==> config.mk <==
export PLATFORM = sky130hd
export DESIGN_NAME = fc_access_filter
export DESIGN_NICKNAME = d
export VERILOG_FILES = /design/src/rtl/fc_access_filter_pkg.sv /design/src/rtl/fc_range_match.sv /design/src/rtl/fc_access_filter.sv
export SDC_FILE = /design/constraint.sdc
export NUM_CORES = 1
export LEC_CHECK = 0
export ABC_CLOCK_PERIOD_IN_PS = 8700
export BUFFER_PORTS_ARGS = -buffer_cell sky130_fd_sc_hd__buf_2
export CAP_MARGIN = 20
export CORE_AREA = 2 2 228 230
export DETAILED_ROUTE_END_ITERATION = 8
export DIE_AREA = 0 0 230 232
export MAX_ROUTING_LAYER = met4
export PLACE_DENSITY_LB_ADDON = 0.2
export SYNTH_ARGS = -nofsm -noshare
export SYNTH_HDL_FRONTEND = slang
export SYNTH_SLANG_ARGS = --single-unit
==> constraint.sdc <==
create_clock -name clk_i -period 8.7 [get_ports clk_i]
set_clock_uncertainty 0.05 [all_clocks]
set_input_delay 1.305 -clock clk_i [delete_from_list [all_inputs] [get_ports clk_i]]
set_output_delay 1.305 -clock clk_i [all_outputs]
set_load 0.01 [all_outputs]
==> src/rtl/fc_access_filter_pkg.sv <==
// ---------------------------------------------------------------------------
// fc_access_filter_pkg
// Shared types for the fuse-controller DAI access filter:
//   - fc_filter_state_e     : filter FSM states
//   - access_control_entry_t: one access-control range with its bound requestor
//   - DefaultAccessTable    : reference table for NumRanges = DefaultNumRanges
//   - addr_in_range()       : inclusive unsigned range test (lo > hi is empty)
// ---------------------------------------------------------------------------
package fc_access_filter_pkg;

    typedef enum logic [1:0] {
        IDLE      = 2'd0,
        FWD       = 2'd1,
        ADDR_HELD = 2'd2,
        DISCARD   = 2'd3
    } fc_filter_state_e;

    typedef struct packed {
        logic [31:0] start_addr;
        logic [31:0] end_addr;
        logic [31:0] user;
    } access_control_entry_t;

    localparam int DefaultNumRanges = 4;

    // Two populated ranges and two empty ones (start > end never matches).
    localparam access_control_entry_t DefaultAccessTable [DefaultNumRanges] = '{
        '{start_addr: 32'h0000_0000, end_addr: 32'h0000_003F, user: 32'h0000_0001},
        '{start_addr: 32'h0000_0040, end_addr: 32'h0000_07FF, user: 32'h0000_0002},
        '{start_addr: 32'h0000_0001, end_addr: 32'h0000_0000, user: 32'h0000_0000},
        '{start_addr: 32'h0000_0001, end_addr: 32'h0000_0000, user: 32'h0000_0000}
    };

    function automatic logic addr_in_range(input logic [31:0] addr,
                                           input logic [31:0] lo,
                                           input logic [31:0] hi);
        return (addr >= lo) && (addr <= hi);
    endfunction

endpackage

==> src/rtl/fc_range_match.sv <==
// ---------------------------------------------------------------------------
// fc_range_match
// Combinational access check: hit when any range is bound to i_user and
// contains i_addr (inclusive, unsigned; lo > hi is an empty range).
// Ports:
//   i_addr       fuse address under test
//   i_user       requestor under test
//   i_range_lo   NumRanges x 32-bit inclusive lower bounds (range 0 in LSBs)
//   i_range_hi   NumRanges x 32-bit inclusive upper bounds
//   i_range_user NumRanges x UserWidth bound requestors
//   o_hit        match result
// ---------------------------------------------------------------------------
module fc_range_match
    import fc_access_filter_pkg::*;
#(
    parameter int NumRanges = 4,
    parameter int UserWidth = 32
) (
    input  logic [31:0]                     i_addr,
    input  logic [UserWidth-1:0]            i_user,
    input  logic [NumRanges*32-1:0]         i_range_lo,
    input  logic [NumRanges*32-1:0]         i_range_hi,
    input  logic [NumRanges*UserWidth-1:0]  i_range_user,
    output logic                            o_hit
);

    always_comb begin
        o_hit = 1'b0;
        for (int i = 0; i < NumRanges; i++) begin
            if ((i_range_user[i*UserWidth +: UserWidth] == i_user) &&
                addr_in_range(i_addr, i_range_lo[i*32 +: 32], i_range_hi[i*32 +: 32])) begin
                o_hit = 1'b1;
            end
        end
    end

endmodule

==> src/rtl/fc_access_filter.sv <==
// ---------------------------------------------------------------------------
// fc_access_filter
// Sits between the AXI-to-register bridge and the fuse controller register
// file. Every write is forwarded, except a DAI command write, which is only
// forwarded when the same requestor previously wrote a DAI address that lies
// in one of that requestor's ranges and the address has not timed out.
// Dropped commands pulse discard_o and bump a saturating violation counter.
// Ports:
//   clk_i, rst_ni                 clock, asynchronous active-low reset
//   req_valid_i/req_ready_o       upstream write handshake
//   req_addr_i/wdata_i/user_i     upstream register offset, data, AXI user
//   fwd_valid_o/fwd_ready_i       downstream write handshake
//   fwd_addr_o/fwd_wdata_o        forwarded offset and data
//   range_lo_i/hi_i/user_i        access-control table (range 0 in LSBs)
//   discard_o                     one-cycle pulse per dropped command
//   viol_cnt_o                    saturating count of dropped commands
//   viol_user_o                   AXI user of the most recent drop
// ---------------------------------------------------------------------------
module fc_access_filter
    import fc_access_filter_pkg::*;
#(
    parameter int                   NumRanges     = 4,
    parameter int                   AddrWidth     = 32,
    parameter int                   UserWidth     = 32,
    parameter logic [AddrWidth-1:0] DaiAddrReg    = AddrWidth'(32'h0000_0060),
    parameter logic [AddrWidth-1:0] DaiCmdReg     = AddrWidth'(32'h0000_0064),
    parameter int                   TimeoutCycles = 256,
    parameter int                   ViolCntWidth  = 8
) (
    input  logic                            clk_i,
    input  logic                            rst_ni,
    input  logic                            req_valid_i,
    output logic                            req_ready_o,
    input  logic [AddrWidth-1:0]            req_addr_i,
    input  logic [31:0]                     req_wdata_i,
    input  logic [UserWidth-1:0]            req_user_i,
    output logic                            fwd_valid_o,
    input  logic                            fwd_ready_i,
    output logic [AddrWidth-1:0]            fwd_addr_o,
    output logic [31:0]                     fwd_wdata_o,
    input  logic [NumRanges*32-1:0]         range_lo_i,
    input  logic [NumRanges*32-1:0]         range_hi_i,
    input  logic [NumRanges*UserWidth-1:0]  range_user_i,
    output logic                            discard_o,
    output logic [ViolCntWidth-1:0]         viol_cnt_o,
    output logic [UserWidth-1:0]            viol_user_o
);

    localparam int                TmoW    = $clog2(TimeoutCycles);
    localparam logic [TmoW-1:0]   TmoLoad = TmoW'(TimeoutCycles - 1);

    function automatic logic [ViolCntWidth-1:0] sat_inc(input logic [ViolCntWidth-1:0] v);
        return (&v) ? v : v + 1'b1;
    endfunction

    fc_filter_state_e           r_state,      w_state_d;
    logic [31:0]                r_held_addr,  w_held_addr_d;
    logic [UserWidth-1:0]       r_held_user,  w_held_user_d;
    logic                       r_hold_valid, w_hold_valid_d;
    logic [TmoW-1:0]            r_tmo_cnt,    w_tmo_cnt_d;
    logic [AddrWidth-1:0]       r_fwd_addr,   w_fwd_addr_d;
    logic [31:0]                r_fwd_wdata,  w_fwd_wdata_d;
    logic [ViolCntWidth-1:0]    r_viol_cnt,   w_viol_cnt_d;
    logic [UserWidth-1:0]       r_viol_user,  w_viol_user_d;

    logic w_accept;
    logic w_is_addr;
    logic w_is_cmd;
    logic w_range_hit;
    logic w_cmd_ok;
    logic w_fwd_load;
    logic w_capture;
    logic w_drop;

    fc_range_match #(
        .NumRanges (NumRanges),
        .UserWidth (UserWidth)
    ) u_range_match (
        .i_addr       (r_held_addr),
        .i_user       (r_held_user),
        .i_range_lo   (range_lo_i),
        .i_range_hi   (range_hi_i),
        .i_range_user (range_user_i),
        .o_hit        (w_range_hit)
    );

    assign req_ready_o = (r_state == IDLE) || (r_state == ADDR_HELD);
    assign fwd_valid_o = (r_state == FWD);
    assign discard_o   = (r_state == DISCARD);
    assign fwd_addr_o  = r_fwd_addr;
    assign fwd_wdata_o = r_fwd_wdata;
    assign viol_cnt_o  = r_viol_cnt;
    assign viol_user_o = r_viol_user;

    assign w_accept  = req_valid_i && req_ready_o;
    assign w_is_addr = (req_addr_i == DaiAddrReg);
    assign w_is_cmd  = (req_addr_i == DaiCmdReg);
    // The command issuer must be the address writer, and the range check
    // is done against that writer's bindings.
    assign w_cmd_ok  = r_hold_valid && (req_user_i == r_held_user) && w_range_hit;

    always_comb begin
        w_state_d      = r_state;
        w_hold_valid_d = r_hold_valid;
        w_tmo_cnt_d    = r_tmo_cnt;
        w_fwd_load     = 1'b0;
        w_capture      = 1'b0;
        w_drop         = 1'b0;

        case (r_state)
            IDLE: begin
                if (w_accept) begin
                    if (w_is_cmd && !r_hold_valid) begin
                        w_state_d = DISCARD;
                        w_drop    = 1'b1;
                    end else begin
                        w_state_d  = FWD;
                        w_fwd_load = 1'b1;
                        w_capture  = w_is_addr;
                    end
                end
            end
            FWD: begin
                if (fwd_ready_i) begin
                    w_state_d = r_hold_valid ? ADDR_HELD : IDLE;
                end
            end
            ADDR_HELD: begin
                // An accepted request takes priority over a timeout in the same cycle.
                if (w_accept) begin
                    if (w_is_cmd) begin
                        w_hold_valid_d = 1'b0;
                        if (w_cmd_ok) begin
                            w_state_d  = FWD;
                            w_fwd_load = 1'b1;
                        end else begin
                            w_state_d = DISCARD;
                            w_drop    = 1'b1;
                        end
                    end else begin
                        w_state_d  = FWD;
                        w_fwd_load = 1'b1;
                        w_capture  = w_is_addr;
                    end
                end else if (r_tmo_cnt == '0) begin
                    w_hold_valid_d = 1'b0;
                    w_state_d      = IDLE;
                end else begin
                    w_tmo_cnt_d = r_tmo_cnt - 1'b1;
                end
            end
            DISCARD: begin
                w_state_d = IDLE;
            end
            default: begin
                w_state_d      = IDLE;
                w_hold_valid_d = 1'b0;
            end
        endcase

        w_fwd_addr_d  = w_fwd_load ? req_addr_i  : r_fwd_addr;
        w_fwd_wdata_d = w_fwd_load ? req_wdata_i : r_fwd_wdata;

        w_held_addr_d = w_capture ? req_wdata_i : r_held_addr;
        w_held_user_d = w_capture ? req_user_i  : r_held_user;
        if (w_capture) begin
            w_hold_valid_d = 1'b1;
            w_tmo_cnt_d    = TmoLoad;
        end

        // Counter and user update on entry to DISCARD, so they are already
        // current while discard_o pulses.
        w_viol_cnt_d  = w_drop ? sat_inc(r_viol_cnt) : r_viol_cnt;
        w_viol_user_d = w_drop ? req_user_i          : r_viol_user;
    end

    always_ff @(posedge clk_i or negedge rst_ni) begin
        if (!rst_ni) begin
            r_state      <= IDLE;
            r_held_addr  <= '0;
            r_held_user  <= '0;
            r_hold_valid <= 1'b0;
            r_tmo_cnt    <= '0;
            r_fwd_addr   <= '0;
            r_fwd_wdata  <= '0;
            r_viol_cnt   <= '0;
            r_viol_user  <= '0;
        end else begin
            r_state      <= w_state_d;
            r_held_addr  <= w_held_addr_d;
            r_held_user  <= w_held_user_d;
            r_hold_valid <= w_hold_valid_d;
            r_tmo_cnt    <= w_tmo_cnt_d;
            r_fwd_addr   <= w_fwd_addr_d;
            r_fwd_wdata  <= w_fwd_wdata_d;
            r_viol_cnt   <= w_viol_cnt_d;
            r_viol_user  <= w_viol_user_d;
        end
    end

endmodule

==> results of run 1 <==
[cell usage in the layout, fill, tap and decap left out, drive strengths merged, types with 3 or more instances in the layout]
cell	n
a2111oi	5
a211oi	10
a21o	45
a21oi	79
a221o	4
a221oi	8
a31oi	5
a41oi	3
and2	4
and3	9
and4	9
buf	596
clkbuf	18
clkinv	6
dfrtp	179
diode	11
ha	258
inv	267
mux2	97
nand2	243
nand2b	5
nand3	23
nand4	71
nor2	26
nor2b	11
nor3	16
nor4	45
o211ai	8
o21a	4
o21ai	32
o31a	3
o31ai	5
or2	3
or4	4
xnor2	78
xor2	94
[path summary, 6_finish.rpt]
kind | from | to | slack (ns) | cells past startpoint
min in group asynchronous | rst_ni | fwd_addr_o[17]$_DFFE_PN0P_ | 0.82 | 1
min reg2reg | fwd_wdata_o[25]$_DFFE_PN0P_ | fwd_wdata_o[25]$_DFFE_PN0P_ | 0.45 | 1
min | fwd_wdata_o[25]$_DFFE_PN0P_ | fwd_wdata_o[25]$_DFFE_PN0P_ | 0.45 | 1
max | range_hi_i[78] | fwd_wdata_o[11]$_DFFE_PN0P_ | 3.86 | 12
max reg2reg | r_held_addr[11]$_DFFE_PN0P_ | viol_user_o[29]$_DFFE_PN0P_ | 4.06 | 10
max in group asynchronous | rst_ni | r_held_addr[10]$_DFFE_PN0P_ | 5.88 | 3
[where the power goes]
group / switching, mW / internal, mW
Clock: 0.403 / 0.420
Sequential: 0.0795 / 0.970
Combinational: 0.390 / 0.356
[critical path: stages]
cell and delay [ns]:
sky130_fd_sc_hd__buf_2 0.08, sky130_fd_sc_hd__inv_1 0.05, sky130_fd_sc_hd__ha_1 0.29, sky130_fd_sc_hd__nand4_1 0.18, sky130_fd_sc_hd__nor4_1 0.70, sky130_fd_sc_hd__nor2b_1 0.34, sky130_fd_sc_hd__or4_1 0.21, sky130_fd_sc_hd__o211ai_1 0.11
sky130_fd_sc_hd__o32ai_2 0.48, sky130_fd_sc_hd__o31ai_1 0.18, sky130_fd_sc_hd__nand2_4 0.72, sky130_fd_sc_hd__mux2_2 0.42
[cell type report]
| class | instances | area share (%) |
|---|---|---|
| Timing Repair Buffer | 597 | 15.31 |
| Clock inverter | 15 | 1.029 |
| Sequential cell | 179 | 22.75 |
| Inverter | 259 | 4.938 |
| Antenna cell | 11 | 0.1398 |
| Multi-Input combinational cell | 1223 | 49.35 |
| Tap cell | 680 | 4.321 |
| Clock buffer | 17 | 2.161 |
[logic make-up after synthesis]
kind of cell	after synthesis	synth area share (%)
adder cells (fa/ha/maj)	258	20.95
AO/OA/AOI/OAI	223	9.517
flip-flops	179	29.07
XOR/XNOR	172	9.777
AND/OR/NAND/NOR	473	14.88
buffers and inverters	316	7.990
multiplexers	97	7.820
[registers in the layout (all words and copies together), names as in the netlist]
signal,cells
fwd_addr_o,32
fwd_wdata_o,32
r_held_addr,32
r_held_user,32
viol_user_o,32
r_tmo_cnt,8
viol_cnt_o,8
r_state,2
r_hold_valid,1
[per-layer routing]
layer / track usage [%] / vias to the layer above / wire length, µm
met3: 4.077 / 95 / 3378
met4: 10.60 / 0 / 2594
met5: - / - / 0
met2: 41.09 / 484 / 31080
met1: 27.49 / 6778 / 25900
li1: - / 7039 / -
==> implementation parameters, run 1 <==
Parameter                              Value

Cells and area
  Total area of multi-input combinational cells ... 0.009717 mm²
  Register area ... 0.004479 mm²
  Filler Cells Inserted ... 5318
  Fin nets ... 3019
  Final Non-Filler Cells ... 2981
  Fraction of the core area covered by cells at the end of the flow ... 38.69%
  Layout cell share with drive strength beyond 1 ... 32.18%
  Summed area of non-filler cells in the final layout ... 0.01969 mm²
  Signed area change from the synthesized netlist to the final layout ... 27.78%

STA
  Worst Hold Margin ... 0.4548 ns
  Final hold vios ... 0
  Fmax achieved ... 0.2065 GHz
  Worst Slack Setup Final ... 3.858 ns
  Max transition margin ... 34.86%
  Final worst path period share ... 55.66%
  RSZ-0062 raised after global routing ... false
  Final setup viols ... 0
  Tightest Pin Transition ... 0.9770 ns
  Setup TNS ... 0 ns
  Max Transition Viols Final ... 0
  Shortest clock period the worst path allows after layout ... 4.842 ns

Critical path
  Data arrival time of the critical path ... 5.13 ns
  Setup crit end kind ... flip-flop
  Class of the most critical setup path ... in2reg
  Kind of launch point of the worst setup path ... primary input
  Maximum fanout along the worst path ... 63
  Data required time of the critical path ... 8.99 ns

Detailed routing
  Number of DRC markers after the initial detailed-route iteration ... 650
  Remaining antenna violation count after routing ... 0
  Total number of vias ... 14400
  Routed vias/inst ... 4.829
  DR pass1 iterations ... 5
  Post-DR wirelength/cell ... 21.12 µm
  DRC Markers ... 0
  Routed Wire Length ... 62950 µm

Synthesis
  Net count after synthesis ... 2460
  Top cells by count, synth ... 258 x sky130_fd_sc_hd__ha_1, 258 x sky130_fd_sc_hd__inv_1, 242 x sky130_fd_sc_hd__nand2_1
  Synthesis warning total ... 0
  Distinct cell type count of the synthesized netlist ... 56
  Sequential share of the synthesized area ... 29.07%
  Top cells by area, synth ... sky130_fd_sc_hd__dfrtp_1 29%, sky130_fd_sc_hd__ha_1 21%, sky130_fd_sc_hd__inv_1 6.3%
  Most frequently used flop master after synthesis ... sky130_fd_sc_hd__dfrtp_1
  Async SR Flop Fraction ... 100.0%
  Area leader, netlist ... sky130_fd_sc_hd__dfrtp_1
  Number of standard cells after synthesis ... 1718
  Synthesized cell area ... 0.01541 mm²
  Count of flip-flops with a built-in enable after synthesis ... 0
  Area fraction of the dominant cell type after synthesis ... 29.07%
  Average instance area after synthesis ... 8.969 µm²
  FF+latch count, synth ... 179

Global route
  Overflow left after global routing ... 0
  All-Layer GR Usage ... 23.96%
  Antenna violations before repair ... 10
  Number of global-route vias before repair ... 15270
  Global-route wire length before repair ... 91650 µm
  Maximum number of pins on one net before global-route repair ... 84

Placement
  Pre-CTS setup slack ... 3.356 ns
  Cell area after placement ... 0.01903 mm²
  Number of buffer cells added on primary ports ... 590
  Detail Placement HPWL ... 52910 µm
  Instance count after placement with tap cells included ... 2938
  Placer's final routability congestion estimate ... 0.9274

Clocking
  CTS tree ... yes
  Clock buffers created by TritonCTS ... 17
  Clock-pin slew of the registers on the worst-case setup and hold paths ... 0.07 ns
  Cts-stage hold buffer count ... 0
  Cts repair resizes ... 0
  Sink count of the clock tree ... 179
  Master cell of the clock root buffer ... sky130_fd_sc_hd__clkbuf_16
  Source-to-sink clock delay at the later pin of the worst-skew pair ... 0.45 ns
  H-Tree Level Count ... 4
  Maximum clock path buffer count ... 2
  Post-CTS setup buffer count ... 0

Flow run
  Max-cap check violation count ... 0

Outcome
  Result of the run ... finished, final reports clean

Floorplan
  Number of top-level design ports ... 591
  Core Area ... 0.05089 mm²
  Number of placement rows ... 83
  Effective utilization at floorplan ... 30.28%
  Vertical die dimension ... 232 µm
  Area enclosed by the die boundary ... 0.05336 mm²
  Die span in x ... 230 µm

Hold path
  Worst min-delay path class ... reg2reg

Pwr
  Static leakage ... 11.65 nW
  Worst ir drop on vdd ... 0.1203 mV
  Total power consumption of the routed design ... 2.619 mW
  Pwr Density ... 133.0 mW/mm²
Power figures use the tool's default switching activity.
==> run 2: changes to the inputs <==
- ABC_CLOCK_PERIOD_IN_PS: 8700 -> 4000
- CORE_AREA: 2 2 228 230 -> 2 2 229 231
- DIE_AREA: 0 0 230 232 -> 0 0 231 233
- clock period: 8.7 -> 4 ns (I/O delays scaled with it)
==> run 2 against run 1 <==
Compared with the run above: global-route usage decreased by 0.21 points; sequential share of layout area decreased by 0.30 points; clock power increased by 100%; combinational power increased by 120%; register-to-register slack got worse by 3.8 ns; die area increased by 0.87%; worst hold slack got worse by 0.32 ns; first-iteration DRC count decreased by 3.5%; final area increased by 1.3%; non-clock buffer count increased by 34; sequential power increased by 120%; critical path depth increased by 1; largest cell class unchanged.
==> implementation parameters, run 2 (synthesis gave the netlist of run 1 again) <==
Parameter                              Value

Outcome
  Result of the run ... finished, final reports clean

STA
  Max transition margin ... 41.71%
  Fmax achieved ... 0.2664 GHz
  Final worst path period share ... 93.83%
  Max Transition Viols Final ... 0
  RSZ-0062 raised after global routing ... false
  Shortest clock period the worst path allows after layout ... 3.753 ns
  Tightest Pin Transition ... 0.8663 ns
  Final hold vios ... 0
  Setup TNS ... 0 ns
  Final setup viols ... 0

Cells and area
  Filler Cells Inserted ... 5318
  Register area ... 0.004479 mm²
  Signed area change from the synthesized netlist to the final layout ... 29.48%
  Most common cell after layout, fill and taps aside ... sky130_fd_sc_hd__buf_2
  Fraction of the core area covered by cells at the end of the flow ... 39.05%
  Total area of multi-input combinational cells ... 0.009742 mm²
  Most frequent cells in the layout ... 589 x sky130_fd_sc_hd__buf_2, 258 x sky130_fd_sc_hd__ha_1, 257 x sky130_fd_sc_hd__inv_1
  Layout cell share with drive strength beyond 1 ... 33.35%
  Fin nets ... 3053

Placement
  Placer's final routability congestion estimate ... 0.9688
  Number of buffer cells added on primary ports ... 590
  Detail Placement HPWL ... 53680 µm

Detailed routing
  DRC Markers ... 0
  Routed vias/inst ... 4.873
  DR pass1 iterations ... 6
  Number of DRC markers after the initial detailed-route iteration ... 627
  Routed Wire Length ... 62890 µm
  Remaining antenna violation count after routing ... 0
  Total number of vias ... 14680
  Post-DR wirelength/cell ... 20.88 µm

Pwr
  Pwr Density ... 280.7 mW/mm²
  Worst ir drop on vdd ... 0.2832 mV
  Static leakage ... 11.80 nW

Global route
  Global-route wire length before repair ... 92050 µm
  Number of global-route vias before repair ... 15430
  All-Layer GR Usage ... 23.75%
  Maximum number of pins on one net before global-route repair ... 92
  Overflow left after global routing ... 0
  Antenna violations before repair ... 10

Critical path
  Category of cells accounting for the largest share of critical-path delay ... simple AND/OR/NAND/NOR gates
  Stage delay of the slowest cell on the critical path ... 0.60 ns
  CP bufs+invs ... 3
  Class of the most critical setup path ... reg2reg
  Setup crit end kind ... flip-flop
  Startpoint of the lowest-slack register-to-register path ... r_held_addr[13]$_DFFE_PN0P_
  Slowest cell on the critical path ... sky130_fd_sc_hd__nor4_1
  Cells on worst reg2reg path ... 13
  Maximum fanout along the worst path ... 29
  Minimum setup slack among reg-to-reg paths ... 0.25 ns
  Cell-by-cell listing of the critical path ... ha_1 > nand4_1 > nor4_1 > buf_4 > nor2b_1 > o31a_1 > a311o_1 > o32ai_2 > buf_4 > o31ai_1 > nand2_4 > buf_12 > mux2_2
  Kind of launch point of the worst setup path ... flip-flop
  Data arrival time of the critical path ... 4.06 ns
  Critical R2R Capture ... fwd_addr_o[7]$_DFFE_PN0P_
  Data required time of the critical path ... 4.30 ns
  Most numerous cell on the critical path ... sky130_fd_sc_hd__buf_4

Floorplan
  Die span in x ... 231 µm
  Core Area ... 0.05109 mm²
  Number of placement rows ... 83
  Effective utilization at floorplan ... 30.16%
  Vertical die dimension ... 233 µm
  Number of top-level design ports ... 591
  Area enclosed by the die boundary ... 0.05382 mm²

Clocking
  Sink count of the clock tree ... 179
  H-Tree Level Count ... 4
  CTS tree ... yes
  Maximum clock path buffer count ... 2
  Cts-stage hold buffer count ... 0
  Master cell of the clock root buffer ... sky130_fd_sc_hd__clkbuf_16
  Source-to-sink clock delay at the later pin of the worst-skew pair ... 0.47 ns
  Clock-pin slew of the registers on the worst-case setup and hold paths ... 0.08 ns
  Clock buffers created by TritonCTS ... 17

Flow run
  Max-cap check violation count ... 0

Hold path
  Worst min-delay path class ... in2async
run 2: final cells by class:
type,count,share of cell area [%]
clock inverter,15,0.6899
sequential,179,22.45
clock buffer,17,2.132
tap,680,4.265
inverter,259,4.892
antenna,8,0.1003
timing repair buffer,631,16.64
multi-input combinational,1223,48.83
run 2: metal layers:
metal  wire length (µm)  part of all wire [%]  GRT usage [%]
met5                  0                     0              -
met4               2100                   3.3          8.004
met3               3379                   5.4          3.750
met2              31640                    50          41.82
met1              25770                    41          27.46
run 2: where the power goes:
group | switching [mW] | internal, mW
Sequential | 0.186 | 2.11
Combinational | 0.853 | 0.799
Clock | 0.829 | 0.822
run 2: timing repair:
item	in CTS	in global routing
setup buffers	0	0
gates resized for setup	1	7
endpoints found under the setup margin	3	99
run 2: worst max path at each step:
stage	start	to	slack (ns)	depth (start not counted)
4_1_cts	r_held_addr[13]$_DFFE_PN0P_	fwd_addr_o[7]$_DFFE_PN0P_	0.05	11
2_1_floorplan	range_lo_i[94]	fwd_addr_o[0]$_DFFE_PN0P_	0.73	11
3_3_place_gp	range_hi_i[46]	fwd_addr_o[14]$_DFFE_PN0P_	-0.02	13
5_1_grt	r_held_addr[0]$_DFFE_PN0P_	fwd_addr_o[4]$_DFFE_PN0P_	0.0002	12
6_report	r_held_addr[13]$_DFFE_PN0P_	fwd_addr_o[7]$_DFFE_PN0P_	0.25	13
3_5_place_dp	range_lo_i[45]	fwd_addr_o[7]$_DFFE_PN0P_	-0.03	14
run 2: through the flow:
stage / power, mW / hold WS [ns] / worst slack [ns] / instances / cell area (µm²)
finish: 5.600 / 0.1309 / 0.2469 / 3012 / 19950
CTS: 5.700 / 0.1509 / 0.04595 / 3004 / 19900
global placement: 3.978 / 0.4380 / -0.01923 / 2972 / 19330
global route: 5.938 / 0.1854 / 0.0001896 / 3012 / 19950
detailed placement: 4.010 / 0.4395 / -0.02977 / 2972 / 19330
floorplan: 3.115 / 0.2544 / 0.7277 / 1718 / 15410
run 2: worst reg2reg max path, stage by stage (launching register included):
cell and delay (ns):
sky130_fd_sc_hd__dfrtp_1 0.57, sky130_fd_sc_hd__ha_1 0.40, sky130_fd_sc_hd__nand4_1 0.20, sky130_fd_sc_hd__nor4_1 0.60, sky130_fd_sc_hd__buf_4 0.24, sky130_fd_sc_hd__nor2b_1 0.06
sky130_fd_sc_hd__o31a_1 0.11, sky130_fd_sc_hd__a311o_1 0.28, sky130_fd_sc_hd__o32ai_2 0.09, sky130_fd_sc_hd__buf_4 0.20, sky130_fd_sc_hd__o31ai_1 0.11, sky130_fd_sc_hd__nand2_4 0.16
sky130_fd_sc_hd__buf_12 0.21, sky130_fd_sc_hd__mux2_2 0.37
